[src/rtl/hud_digit_updater.sv]
// HUD digit sequencer: clears the 14-blob digit bank, then serves score/combo/hits
// updates round-robin through a serial double-dabble. Optional macro: HUD_LZ_BLANK_EN.
module hud_digit_updater #(
  parameter int SCORE_BASE = 0,
  parameter int COMBO_BASE = 6,
  parameter int HITS_BASE  = 10
) (
  input  logic        clk,
  input  logic        rst_n,
  input  logic [2:0]  req,
  input  logic [19:0] score_val,
  input  logic [13:0] combo_val,
  input  logic [13:0] hits_val,
  output logic [2:0]  ack,
  output logic        busy,
  output logic        write,
  output logic [3:0]  num,
  output logic [3:0]  blob,
  output logic [1:0]  state_dbg
);

  // Handshake: each req bit is a level held until its one-cycle ack pulse; a
  // requester whose ack is high this cycle is masked out of arbitration.
  typedef enum logic [1:0] {
    S_INIT  = 2'd0,
    S_IDLE  = 2'd1,
    S_CONV  = 2'd2,
    S_WRITE = 2'd3
  } state_t;

  state_t      state;
  logic [1:0]  rr;
  logic [1:0]  g;
  logic [4:0]  cnt;
  logic [43:0] shreg;

  logic [2:0]  masked;
  logic [1:0]  pick;
  logic [19:0] sat_val;
  logic [4:0]  n_dig;
  logic [3:0]  base;
  logic [23:0] bcd;
  logic [2:0]  dsel;
  logic [3:0]  digit;
  logic [3:0]  out_digit;
  logic [3:0]  init_num;
  logic        write_slot;

  assign state_dbg = state;

  function automatic logic [1:0] rr_pick(input logic [2:0] m, input logic [1:0] p);
    logic [1:0] sel;
    logic [2:0] s;
    sel = 2'd0;
    // Walk from the farthest offset down so the nearest pending requester wins.
    for (int i = 2; i >= 0; i--) begin
      s = {1'b0, p} + 3'(i);
      if (s >= 3'd3) s = s - 3'd3;
      if (m[s[1:0]]) sel = s[1:0];
    end
    return sel;
  endfunction

  function automatic logic [43:0] dabble_step(input logic [43:0] x);
    logic [43:0] y;
    y = x;
    for (int i = 0; i < 6; i++) begin
      if (y[20+4*i +: 4] >= 4'd5) y[20+4*i +: 4] = y[20+4*i +: 4] + 4'd3;
    end
    return {y[42:0], 1'b0};
  endfunction

  always_comb begin
    masked = req & ~ack;
    pick   = rr_pick(masked, rr);
    case (pick)
      2'd0:    sat_val = (score_val > 20'd999999) ? 20'd999999 : score_val;
      2'd1:    sat_val = (combo_val > 14'd9999) ? 20'd9999 : {6'd0, combo_val};
      default: sat_val = (hits_val > 14'd9999) ? 20'd9999 : {6'd0, hits_val};
    endcase
  end

  always_comb begin
    n_dig = (g == 2'd0) ? 5'd6 : 5'd4;
    case (g)
      2'd0:    base = 4'(SCORE_BASE);
      2'd1:    base = 4'(COMBO_BASE);
      default: base = 4'(HITS_BASE);
    endcase
    bcd        = shreg[43:20];
    dsel       = 3'(n_dig - 5'd1 - cnt);
    digit      = 4'(bcd >> {dsel, 2'b00});
    write_slot = (cnt != n_dig);
  end

`ifdef HUD_LZ_BLANK_EN
  logic lead;

  // The last digit of a field is always shown so zero renders as "0".
  always_comb begin
    out_digit = (lead && digit == 4'd0 && cnt != n_dig - 5'd1) ? 4'hF : digit;
    init_num  = (cnt == 5'd13) ? 4'd0 : 4'hF;
  end

  always_ff @(posedge clk or negedge rst_n) begin
    if (!rst_n) begin
      lead <= 1'b1;
    end else if (state == S_CONV) begin
      lead <= 1'b1;
    end else if (state == S_WRITE && write_slot) begin
      lead <= lead && (digit == 4'd0);
    end
  end
`else
  always_comb begin
    out_digit = digit;
    init_num  = 4'd0;
  end
`endif

  always_ff @(posedge clk or negedge rst_n) begin
    if (!rst_n) begin
      state <= S_INIT;
      rr    <= 2'd0;
      g     <= 2'd0;
      cnt   <= 5'd0;
      shreg <= 44'd0;
      write <= 1'b0;
      num   <= 4'd0;
      blob  <= 4'd0;
      ack   <= 3'b000;
      busy  <= 1'b1;
    end else begin
      ack   <= 3'b000;
      write <= 1'b0;
      case (state)
        S_INIT: begin
          if (cnt == 5'd14) begin
            state <= S_IDLE;
            busy  <= 1'b0;
            cnt   <= 5'd0;
          end else begin
            write <= 1'b1;
            blob  <= cnt[3:0];
            num   <= init_num;
            cnt   <= cnt + 5'd1;
          end
        end
        S_IDLE: begin
          if (|masked) begin
            g     <= pick;
            rr    <= (pick == 2'd2) ? 2'd0 : pick + 2'd1;
            shreg <= {24'd0, sat_val};
            cnt   <= 5'd0;
            busy  <= 1'b1;
            state <= S_CONV;
          end
        end
        S_CONV: begin
          shreg <= dabble_step(shreg);
          if (cnt == 5'd19) begin
            cnt   <= 5'd0;
            state <= S_WRITE;
          end else begin
            cnt <= cnt + 5'd1;
          end
        end
        S_WRITE: begin
          // One extra pass after the last digit drops write and raises ack together.
          if (!write_slot) begin
            state <= S_IDLE;
            busy  <= 1'b0;
            ack   <= 3'b001 << g;
            cnt   <= 5'd0;
          end else begin
            write <= 1'b1;
            blob  <= base + cnt[3:0];
            num   <= out_digit;
            cnt   <= cnt + 5'd1;
          end
        end
        default: state <= S_INIT;
      endcase
    end
  end

endmodule

[config.mk]
export PLATFORM = sky130hd
export DESIGN_NAME = hud_digit_updater
export DESIGN_NICKNAME = d
export VERILOG_FILES = /design/src/rtl/hud_digit_updater.sv
export SDC_FILE = /design/constraint.sdc
export NUM_CORES = 1
export LEC_CHECK = 0
export ABC_CLOCK_PERIOD_IN_PS = 3100
export BUFFER_PORTS_ARGS = -buffer_cell sky130_fd_sc_hd__buf_2
export CORE_UTILIZATION = 50
export DETAILED_ROUTE_END_ITERATION = 8
export HOLD_SLACK_MARGIN = 0.05
export PLACE_DENSITY = 0.71
export SYNTH_ARGS = -nofsm -noshare
export SYNTH_HDL_FRONTEND = slang
export SYNTH_SLANG_ARGS = --single-unit
[constraint.sdc]
create_clock -name clk -period 3.1 [get_ports clk]
set_input_delay 0.465 -clock clk [delete_from_list [all_inputs] [get_ports clk]]
set_output_delay 0.465 -clock clk [all_outputs]
set_load 0.05 [all_outputs]
==> run metrics, run 1 <==
TNS Setup 0 ns; drt total wl 10.2 mm; CP Max Fanout 20; core outline area 8260 um^2; drt via density 5.93; clock sinks 68; sequential share of the synthesized area 39.7%; Area contributors post-synth dfrtp_1 (39%), ha_1 (6.7%), o21ai_0 (6.5%); worst rel slew slack 49.0%; nets@finish 609; Worst Setup Start Kind flop; initial antenna violation count 0; Critical Path RT 3.37 ns; Critical Path Sink Type flop; Clock Pin Slew Worst Setup and Hold Paths 0.08 ns; VDD IR-drop max 0.459 mV; Antenna Nets Post-Route 0; Post-Synthesis Cells 471; Buffers & Inverters on Critical Path 2; min Tclk post-route 2.42 ns; worst setup path class flop to flop; cts hold-fix bufs 0; Die Span Y 94.6 um; Placed Instances 626; Hold WC Path Type primary input to async pin; Post-Syn Area 4290 um^2; Global Route Usage Sum 24.8%; Commonest cells post-synth dfrtp_1 (67), o21ai_0 (56), nand2_1 (45), a21oi_1 (31); Finished Layout Cells 642; pre-CTS setup slack 0.675 ns; crit-path most repeated cell inv_1; Yosys top cell area share 39.1%; Clk Latency, worst-skew pair 0.35 ns; Top Ports 68; Detailed Route Iter0 Violations 265; CTS H-tree depth 3; Post-synth EDFFs 0; top_reg_cell synth dfrtp_1; WL per Instance 15.9 um; I/O Buffers 67; max-slew violations 0; yosys warns 0; DP Wirelength 7.52 mm; Hold Fails Final Rpt 0; crit-path cells inv_1, ha_1, inv_1, a31oi_1, o31ai_2, or2_2, o2bb2ai_1; final instance area 4970 um^2; Std-Cell Rows 33; Yosys reg bits 68; initial core utilization 52.0%; vias in the first global route 3610; layout cells sized above 1 20.5%; worst stage delay on the critical path 0.46 ns; Max stage delay cell, worst path ha_1; Post-CTS Setup Repair Bufs 0; via count of the routed design 3809; CTS tree built; RSZ-0062 raised after global routing no; # resized after CTS 0; Mapped Nets 548; Num CTS Buffers 9; final worst slack 0.683 ns; global route overflow 0; status completed; count leader, synth dfrtp_1; TritonRoute pass-1 iters 5; PnR Total Power 4520 uW; placed instance area 4720 um^2; leakage 0.00211 uW; CTS Buffer Depth 2; Residual DRC 0; Yosys cell types 60; CP Data Arrival Time 2.68 ns; Worst path top cell family by delay compound AO/OA/AOI/OAI gates; area delta synth->final 15.9%; clock root buffer clkbuf_8; PwrDens 909 nW/um^2; Worst Max-Slew Pin Slew 0.763 ns; Async SR Flop Fraction 100%; fmax 0.414 GHz; Antenna Cells 0; Tcrit/Tclk final 78.0%; skew final 0.00725 ns; Die X 94.6 um; post-synthesis area per instance 9.11 um^2; setup violators final 0; fillers 720; area leader, netlist dfrtp_1; first-pass GRT wire length 17.2 mm; Placer Congestion 0.907; die area 8960 um^2; max cap viols 0; pin count of the biggest net entering global routing 41
[placed cells by master (no fill, tap or decap), types with 2 or more instances in the layout]
cell	instances
a41oi_1	6
a221oi_1	2
a31oi_1	18
clkbuf_8	11
nor3_1	7
o2bb2ai_1	2
mux2i_1	7
buf_4	3
bufinv_16	3
mux2_2	3
nand2b_1	9
dfrtp_1	67
o211ai_1	4
a21oi_1	31
nor3b_1	10
buf_2	67
o31ai_1	4
o22ai_1	7
o21a_1	2
or3_1	11
o21ai_0	56
nand3b_1	6
mux4_2	4
o32ai_1	3
nand2_1	45
nor2b_1	2
nor2_1	28
xnor2_1	11
inv_1	28
nand4_1	4
a21boi_1	2
ha_1	23
nand3_1	16
or2_2	3
nor4_1	2
o21bai_1	2
[final timing paths]
kind / slack (ns) / end / cells after the start / startpoint
min in group clk: 0.40 / shreg[13] / 3 / score_val[13]
max in group asynchronous: 2.30 / shreg[10] / 2 / rst_n
worst min register to register: 0.48 / num[2] / 2 / num[2]
worst min-delay path: 0.14 / blob[2] / 1 / rst_n
worst max-delay path: 0.68 / cnt[2] / 7 / state_dbg[0]
worst max register to register: 0.68 / cnt[2] / 7 / state_dbg[0]
[metal layers]
| metal | vias to the layer above | routed length (um) | global-route usage, % |
|---|---|---|---|
| met3 | 16 | 475 | 3.30 |
| met5 | - | 0 | 0 |
| met2 | 123 | 4770 | 39.0 |
| met4 | 0 | 166 | 10.4 |
| li1 | 1839 | - | - |
| met1 | 1831 | 4800 | 34.5 |
[stage by stage]
stage          hold WS [ns]  util [%]
6_report              0.141      60.2
2_1_floorplan         0.169         -
3_3_place_gp          0.459      57.2
5_1_grt               0.210      60.2
3_5_place_dp          0.466      57.2
4_1_cts               0.171      60.2
[state kept, by name (all words and copies together) (netlist names)]
register,cells
g,2
cnt,5
state_dbg,2
rr,2
num,4
busy,1
ack,3
shreg,44
blob,4
write,1
[where the power goes]
part           internal (uW)  leakage (uW)  switching [uW]  total, uW
combinational            784       0.00111            1480       2270
sequential              1150      0.000875             193       1340
clock                    578      0.000127             337        914
[logic make-up (layout without fill, tap and decap cells)]
group                    Yosys count  in the layout  share of synthesized area [%]
buffers and inverters             49            115                           4.81
adder cells (fa/ha/maj)           25             25                           7.41
multiplexers                      14             14                           4.52
XOR/XNOR                          12             12                           2.45
flip-flops                        68             68                           39.7
AO/OA/AOI/OAI                    154            154                           23.0
AND/OR/NAND/NOR                  149            149                           18.1
[final cells by class]
| class | instances | area, um^2 | area share, % |
|---|---|---|---|
| multi-input cells | 354 | 2400 | 48.4 |
| flip-flops and latches | 68 | 1700 | 34.2 |
| repair buffers | 71 | 378 | 7.60 |
| clock buffers | 12 | 155 | 3.12 |
| well taps | 105 | 131 | 2.64 |
| inverters | 28 | 105 | 2.11 |
| clock inverters | 4 | 95.1 | 1.91 |
Power figures use the tool's default switching activity.
==> run 2: changes to the inputs <==
Settings changed: ABC_CLOCK_PERIOD_IN_PS 3100 to 2500.
Clock period 3.1 ns to 2.5 ns, I/O delays scaled along.
==> run metrics, run 2 (synthesized netlist as in run 1, its figures left out) <==
R2R Setup Slk 0.26 ns; CTS Buffer Depth 2; Combinational Power Share 54.6%; vias in the first global route 3652; met3 Usage GRT 2.82%; nets@finish 613; path depth of the worst reg2reg path 6; CTS H-tree depth 3; I/O Buffers 67; final worst slack 0.256 ns; Top Ports 68; max-slew violations 0; busiest grt layer met2; fmax 0.446 GHz; leakage 0.00209 uW; Largest regs shreg (44), cnt (5); Worst Setup Start Kind flop; CP endpoint blob[2]; Clk Latency, worst-skew pair 0.34 ns; skew final 0.0115 ns; Num CTS Buffers 9; pre-CTS setup slack 0.237 ns; worst rel slew slack 47.4%; placed instance area 4750 um^2; Std-Cell Rows 33; Die X 94.6 um; drt via density 5.83; Critical R2R Capture blob[2]; RSZ-0062 raised after global routing no; clock root buffer clkbuf_8; Tcrit/Tclk final 89.8%; Residual DRC 0; Antenna Cells 0; max cap viols 0; layout cells sized above 1 20.6%; Critical Path Sink Type flop; WL per Instance 15.6 um; Register Area 1700 um^2; worst setup path class flop to flop; Worst Max-Slew Pin Slew 0.785 ns; min Tclk post-route 2.24 ns; setup violators final 0; die area 8960 um^2; cts hold-fix bufs 0; GR met1 Demand/Resource 32.3%; initial antenna violation count 0; Detailed Route Iter0 Violations 182; Global Route Usage Sum 24.7%; Antenna Nets Post-Route 0; pin count of the biggest net entering global routing 69; PwrDens 1080 nW/um^2; R2R Path Start g[1]; Max stage delay cell, worst path o211ai_1; initial core utilization 52.0%; status completed; Placer Congestion 0.886; Post-CTS Setup Repair Bufs 0; worst stage delay on the critical path 0.45 ns; Hold WC Path Type primary input to async pin; Die Span Y 94.6 um; most frequent cells in the layout dfrtp_1 (67), buf_2 (67), o21ai_0 (56); Top reg by flops shreg; final instance area 4900 um^2; Sw Pwr 2490 uW; VDD IR-drop max 0.518 mV; TritonRoute pass-1 iters 5; area delta synth->final 14.2%; Internal Power 2780 uW; clock sinks 68; CP Max Fanout 12; M2 GR Usage 41.5%; sequential power share 31.3%; core outline area 8260 um^2; switching share of total power 47.3%; CTS tree built; Largest register FFs 44; fillers 761; TNS Setup 0 ns; clock group share of total power 14.1%; Critical Path RT 2.68 ns; Hold Fails Final Rpt 0; multi-input logic area 2400 um^2; crit-path cells or2_2, inv_1, ha_1, nand3_1, o211ai_1, o21ai_0; via count of the routed design 3758; # resized after CTS 0; DP Wirelength 7.37 mm; Clock Pin Slew Worst Setup and Hold Paths 0.07 ns; drt total wl 10.1 mm; crit path from g[1]; first-pass GRT wire length 17.2 mm; CP Data Arrival Time 2.43 ns; global route overflow 0
[run 2: cell count changes in the layout (fill, tap and decap cells not counted)]
cell / delta
clkinv_2: +2
bufinv_16: -3
buf_4: +4
clkbuf_1: +2
clkbuf_8: -2
[run 2: cell type report]
| class | instances | share of cell area, % |
|---|---|---|
| clock inverters | 3 | 0.306 |
| inverters | 28 | 2.14 |
| clock buffers | 12 | 2.76 |
| repair buffers | 75 | 8.32 |
| flip-flops and latches | 68 | 34.7 |
| multi-input cells | 354 | 49.1 |
| well taps | 105 | 2.68 |
[run 2: power by group through the flow]
stage | logic, uW | registers, uW | clock network (uW)
after floorplan | 2010 | 1800 | 0
after global placement | 2800 | 1650 | 0
after detailed placement | 2880 | 1670 | 0
after CTS | 2880 | 1650 | 763
after global routing | 3190 | 1700 | 818
final | 2880 | 1650 | 743
[run 2: metal layers]
| layer | vias up | wire, um |
|---|---|---|
| met5 | - | 0 |
| met4 | 0 | 228 |
| met3 | 21 | 352 |
| met2 | 106 | 4810 |
| met1 | 1789 | 4680 |
| li1 | 1842 | - |
[run 2: worst min path at each step]
stage                     startpoint      end  slack (ns)  cells past startpoint
after floorplan                rst_n   ack[0]        0.08                      0
after global placement         rst_n   cnt[0]        0.42                      2
after detailed placement       rst_n  blob[0]        0.42                      2
after CTS                      rst_n    write        0.06                      2
after global routing           rst_n    write        0.08                      2
final                          rst_n    write        0.04                      2
[run 2: metrics by stage]
step           instances  util [%]  hold slack, ns  power (uW)
6_report             645      59.4          0.0371        5270
5_1_grt              645      59.4          0.0806        5710
4_1_cts              645      59.4          0.0598        5300
3_5_place_dp         630      57.5           0.423        4550
3_3_place_gp         630      57.5           0.424        4460
2_1_floorplan        471         -          0.0794        3810
[run 2: worst max-delay path, delay by kind of cell (launching register included)]
kind                       cells  cell delay [ns]
and+or+nand+nor                2             0.60
DFF                            1             0.41
adders and majority gates      1             0.38
buffers and inverters          1             0.06
AOI/OAI and AO/OA              2             0.64
